File: config.mk
export PLATFORM = sky130hd
export DESIGN_NAME = add_pipe_n
export DESIGN_NICKNAME = d
export VERILOG_FILES = /design/src/rtl/add_pipe_n.sv
export SDC_FILE = /design/constraint.sdc
export NUM_CORES = 1
export LEC_CHECK = 0
export CELL_PAD_IN_SITES_DETAIL_PLACEMENT = 1
export CELL_PAD_IN_SITES_GLOBAL_PLACEMENT = 1
export CORE_MARGIN = 3
export CORE_UTILIZATION = 37
export CTS_BUF_LIST = sky130_fd_sc_hd__clkbuf_4 sky130_fd_sc_hd__clkbuf_8
export DETAILED_ROUTE_END_ITERATION = 6
export PLACE_DENSITY_LB_ADDON = 0.1
export SETUP_SLACK_MARGIN = 0.4
export SYNTH_ARGS = -nofsm -noshare
export SYNTH_HDL_FRONTEND = slang
export SYNTH_SLANG_ARGS = --single-unit
File: constraint.sdc
create_clock -name clk -period 2 [get_ports clk]
set_input_delay 0.4 -clock clk [delete_from_list [all_inputs] [get_ports clk]]
set_output_delay 0.4 -clock clk [all_outputs]
set_load 0.05 [all_outputs]
File: src/rtl/add_pipe_n.sv
// add_pipe_n: pipelined unsigned adder whose carry chain is cut into
// STAGES registered segments. Each transaction carries its own mode bit:
// exact (A + B + cin) or approximate, where the low APPROX_LSB bits are a
// plain OR and only the top bit of the low part generates a carry.
// The pipeline is fully elastic: a stage loads whenever the stage after it
// can move or it is itself empty, so bubbles collapse and a full pipeline
// keeps streaming at one result per cycle while out_ready is high.
module add_pipe_n #(
    parameter int WIDTH      = 8,
    parameter int STAGES     = 2,
    parameter int APPROX_LSB = 4
) (
    input  logic             clk,
    input  logic             rst_n,
    input  logic             in_valid,
    output logic             in_ready,
    input  logic [WIDTH-1:0] A,
    input  logic [WIDTH-1:0] B,
    input  logic             cin,
    input  logic             approx_en,
    output logic             out_valid,
    input  logic             out_ready,
    output logic [WIDTH:0]   O
);

    // Bits resolved per stage; trailing segments may be short or empty.
    localparam int SEG   = (WIDTH + STAGES - 1) / STAGES;
    // Operand and mode registers are only needed ahead of the last stage.
    localparam int NPIPE = (STAGES > 1) ? STAGES - 1 : 1;

    logic [STAGES-1:0]            vld_r;
    logic [STAGES-1:0][WIDTH-1:0] sum_r;
    logic [STAGES-1:0]            carry_r;
    logic [NPIPE-1:0][WIDTH-1:0]  a_r;
    logic [NPIPE-1:0][WIDTH-1:0]  b_r;
    logic [NPIPE-1:0]             mode_r;
    logic [STAGES-1:0]            adv_s;
    logic                         mode_in_s;

    // With no approximable low part every transaction is exact.
    assign mode_in_s = (APPROX_LSB > 0) ? approx_en : 1'b0;

    // Advance chain: a stage may load if the next one moves or it is empty.
    always_comb begin
        logic run_s;
        adv_s = '0;
        run_s = out_ready | ~vld_r[STAGES-1];
        adv_s[STAGES-1] = run_s;
        for (int k = STAGES - 2; k >= 0; k--) begin
            run_s    = run_s | ~vld_r[k];
            adv_s[k] = run_s;
        end
    end

    assign in_ready  = adv_s[0];
    assign out_valid = vld_r[STAGES-1];
    assign O         = {carry_r[STAGES-1], sum_r[STAGES-1]};

    for (genvar k = 0; k < STAGES; k++) begin : g_stage
        localparam int LO = (k * SEG < WIDTH) ? k * SEG : WIDTH;
        localparam int HI = ((k + 1) * SEG < WIDTH) ? (k + 1) * SEG : WIDTH;

        logic [WIDTH-1:0] a_s;
        logic [WIDTH-1:0] b_s;
        logic [WIDTH-1:0] sum_in_s;
        logic [WIDTH-1:0] sum_nx_s;
        logic             carry_in_s;
        logic             carry_nx_s;
        logic             mode_s;
        logic             vld_in_s;

        if (k == 0) begin : g_head
            assign a_s        = A;
            assign b_s        = B;
            assign sum_in_s   = '0;
            // Approximate transactions ignore the external carry-in.
            assign carry_in_s = cin & ~mode_in_s;
            assign mode_s     = mode_in_s;
            assign vld_in_s   = in_valid;
        end else begin : g_body
            assign a_s        = a_r[k-1];
            assign b_s        = b_r[k-1];
            assign sum_in_s   = sum_r[k-1];
            assign carry_in_s = carry_r[k-1];
            assign mode_s     = mode_r[k-1];
            assign vld_in_s   = vld_r[k-1];
        end

        // Resolve this stage's segment; bits outside it pass through.
        always_comb begin
            logic carry_s;
            sum_nx_s = sum_in_s;
            carry_s  = carry_in_s;
            for (int i = 0; i < WIDTH; i++) begin
                if ((i >= LO) && (i < HI)) begin
                    if (mode_s && (i < APPROX_LSB)) begin
                        sum_nx_s[i] = a_s[i] | b_s[i];
                        // Only the top bit of the OR part feeds the upper adder.
                        if (i == APPROX_LSB - 1) begin
                            carry_s = a_s[i] & b_s[i];
                        end else begin
                            carry_s = 1'b0;
                        end
                    end else begin
                        sum_nx_s[i] = a_s[i] ^ b_s[i] ^ carry_s;
                        carry_s     = (a_s[i] & b_s[i]) | (carry_s & (a_s[i] ^ b_s[i]));
                    end
                end else begin
                    sum_nx_s[i] = sum_in_s[i];
                end
            end
            carry_nx_s = carry_s;
        end

        // Stage valid, partial sum and carry: load on advance, else hold.
        always_ff @(posedge clk or negedge rst_n) begin
            if (!rst_n) begin
                vld_r[k]   <= 1'b0;
                sum_r[k]   <= '0;
                carry_r[k] <= 1'b0;
            end else if (adv_s[k]) begin
                vld_r[k] <= vld_in_s;
                if (vld_in_s) begin
                    sum_r[k]   <= sum_nx_s;
                    carry_r[k] <= carry_nx_s;
                end
            end
        end

        if (k < STAGES - 1) begin : g_fwd
            // Operands and mode travel with the transaction to later segments.
            always_ff @(posedge clk or negedge rst_n) begin
                if (!rst_n) begin
                    a_r[k]    <= '0;
                    b_r[k]    <= '0;
                    mode_r[k] <= 1'b0;
                end else if (adv_s[k] && vld_in_s) begin
                    a_r[k]    <= a_s;
                    b_r[k]    <= b_s;
                    mode_r[k] <= mode_s;
                end
            end
        end
    end

endmodule

==> results.sh <==
export IMPL_grt_pass1_vias=963
export IMPL_skew_ns=0.00788
export IMPL_crit_required_ns=2.22
export IMPL_via_per_inst=4.51
export IMPL_drt_initial_drc_count=20
export IMPL_fin_ws_ns=-0.517
export IMPL_tightest_slew_ns=0.304
export IMPL_maxCapViolCount=0
export IMPL_critPathMaxStageDelay_ns=0.49
export IMPL_fin_hold_ws_ns=0.435
export IMPL_r2r_cells=8
export IMPL_clk_latency_ns=0.31
export IMPL_ys_ff_latch=24
export IMPL_final_common_cell="dfrtp_1"
export IMPL_relSlewSlack_pct=79.7
export IMPL_pwr_share_comb_pct=45.7
export IMPL_yosysSeqAreaShare_pct=45.3
export IMPL_hold_path_class="in -> async"
export IMPL_crit_chain="buf_6 > nand2b_4 > fa_2 > or2_4 > fa_2 > nor2_4 > fa_2 > nand2b_1 > fa_1 > mux2i_1 > mux2_4"
export IMPL_io_pins=33
export IMPL_critPathMostFrequentCell="fa_2"
export IMPL_row_count=21
export IMPL_clockBufferDepth=2
export IMPL_nets=178
export IMPL_p_leak_nw=0.883
export IMPL_switching_share_pct=39.7
export IMPL_dp_cells=181
export IMPL_max_freq_mhz=397
export IMPL_r2r_start="g_stage[1].carry_in_s$_DFFE_PN0P_"
export IMPL_start_kind="primary input"
export IMPL_crit_end="g_stage[1].sum_in_s[3]$_DFFE_PN0P_"
export IMPL_fin_crit_sh_pct=126
export IMPL_rsz0062_at_grt="true"
export IMPL_drive_above_1_share_pct=48.6
export IMPL_die_x_um=65.9
export IMPL_placeableCoreArea_um2=3390
export IMPL_crit_fanout=2
export IMPL_n_antenna_cell=0
export IMPL_htreeDepth=1
export IMPL_ctsHoldBuffers=0
export IMPL_syn_area_um2=1330
export IMPL_intPower_w=0.00104
export IMPL_period_needed_ns=2.52
export IMPL_cp_data_arrival_time_ns=2.73
export IMPL_routedWlPerCell_um=13.6
export IMPL_grt_pass1_wl_um=4450
export IMPL_synth_warnings=0
export IMPL_synthCells=96
export IMPL_violations="negative setup slack"
export IMPL_port_buffers=32
export IMPL_final_cell_count_no_fill=188
export IMPL_cts_sinks=24
export IMPL_grt_usage_pct=13.8
export IMPL_ant_nets=0
export IMPL_grt_max_degree=25
export IMPL_switchingPower_w=0.000687
export IMPL_areaGrowthSynthToFinish_pct=37.9
export IMPL_ys_types=19
export IMPL_initial_core_util_pct=39.1
export IMPL_seqPwrFrac_pct=39.6
export IMPL_cts_root_buf="clkbuf_4"
export IMPL_crit_slowest_cell="fa_1"
export IMPL_drcViolationCount=0
export IMPL_run_status="complete, but fails checks"
export IMPL_grt_remaining_overflow=0
export IMPL_final_cell_mix="23 x dfrtp_1, 17 x clkdlybuf4s50_1, 13 x inv_1"
export IMPL_path_class="in -> reg"
export IMPL_drv_slew=0
export IMPL_numCtsBuffers=3
export IMPL_vias=847
export IMPL_syn_area_per_cell_um2=13.8
export IMPL_clk_pin_slew_ns=0.13
export IMPL_place_hpwl_um=2030
export IMPL_peakVddDrop_v=0.000321
export IMPL_timing_rr_end="O[7]$_DFFE_PN0P_"
export IMPL_fin_util_pct=54.0
export IMPL_routed_wl_um=2560
export IMPL_finalSetupViolCount=4
export IMPL_clkPwrFrac_pct=14.6
export IMPL_cellPowerDensity_nw_per_um2=945
export IMPL_crit_start="approx_en"
export IMPL_hold_viol=0
export IMPL_place_congestion=0.674
export IMPL_antenna_found_initial=0
export IMPL_die_h_um=65.9
export IMPL_end_kind="flop"
export IMPL_ff2ff_setup_slack_ns=-0.15
export IMPL_syn_nets=131
export IMPL_die_area_um2=4340
export IMPL_n_fill_cell=354
export IMPL_cts_tree="done"
export IMPL_dr_pass1_iters=4
[state kept, by name, indices dropped and copies added (netlist names)]
signal              count
g_stage.carry_in_s      1
g_stage.sum_in_s        4
g_stage.vld_in_s        1
b_r                     4
a_r                     4
out_valid               1
O                       9
[worst min-delay path by stage]
stage               slack, ns                               start                                  to
floorplan                0.10                               rst_n                    O[0]$_DFFE_PN0P_
global placement         0.48  g_stage[1].sum_in_s[1]$_DFFE_PN0P_                    O[1]$_DFFE_PN0P_
detailed placement       0.49  g_stage[1].sum_in_s[1]$_DFFE_PN0P_  g_stage[1].sum_in_s[1]$_DFFE_PN0P_
CTS                      0.44                               rst_n                  b_r[7]$_DFFE_PN0P_
global route             0.45                               rst_n                    O[3]$_DFFE_PN0P_
finish                   0.43                               rst_n                  b_r[5]$_DFFE_PN0P_
[through the flow]
step                      TNS, ns  power, W  cell area, um2  setup WS (ns)
after floorplan             -2.23   0.00121            1370         -0.846
after global placement      -3.82   0.00149            1790          -1.21
after detailed placement    -3.92   0.00153            1790          -1.26
after CTS                   -1.20   0.00177            1850         -0.518
after global routing        -1.53   0.00185            1830         -0.588
final                       -1.23   0.00173            1830         -0.517
[per-layer routing]
metal | share of wire (%) | GRT usage, %
met2 | 58 | 27.0
met4 | 1.7 | 5.44
met1 | 36 | 14.6
met3 | 4.5 | 1.87
met5 | 0 | 0
[power by group through the flow]
stage	Clock, W	Combinational (W)	Sequential (W)
after floorplan	0	0.000260	0.000952
after global placement	0	0.000798	0.000689
after detailed placement	0	0.000830	0.000699
after CTS	0.000261	0.000821	0.000688
after global routing	0.000296	0.000847	0.000707
final	0.000253	0.000790	0.000685
[worst max-delay path: cells and delay by family]
family        cells  cell delay [ns]
buf+inv           1             0.09
mux               2             0.33
simple gates      4             0.55
fa+ha+maj         4             1.37
[cell families after synthesis]
kind of cell	Yosys count	share of synthesized area, %
fa+ha+maj	13	16.8
compound gates	3	1.23
mux	25	23.5
simple gates	11	6.23
buf+inv	20	6.98
flops	24	45.3
[layout make-up]
type / count / area (um2) / share of cell area (%)
Clock buffer: 4 / 36.3 / 1.98
Inverter: 18 / 67.6 / 3.69
Timing Repair Buffer: 44 / 394 / 21.5
Sequential cell: 24 / 602 / 32.9
Tap cell: 46 / 57.6 / 3.15
Multi-Input combinational cell: 52 / 672 / 36.7
[synthesized netlist by cell type (all sizes together)]
cell	number	area, um2
a21oi	1	5.00
a31oi	1	6.26
buf	2	25.0
dfrtp	24	601
fa	8	160
ha	5	62.6
inv	18	67.6
mux2	19	251
mux2i	6	60.1
nand2	3	21.3
nand2b	5	31.3
nand3b	1	20.0
nor2	1	3.75
o21ai	1	5.00
or2	1	6.26
[what timing repair did]
action                                  in CTS  in global routing
buffers inserted                             3                  0
pin swaps                                    6                  5
endpoints found under the setup margin      18                 11
gates resized for setup                     44                  6
(Power assumes the default switching activity.)
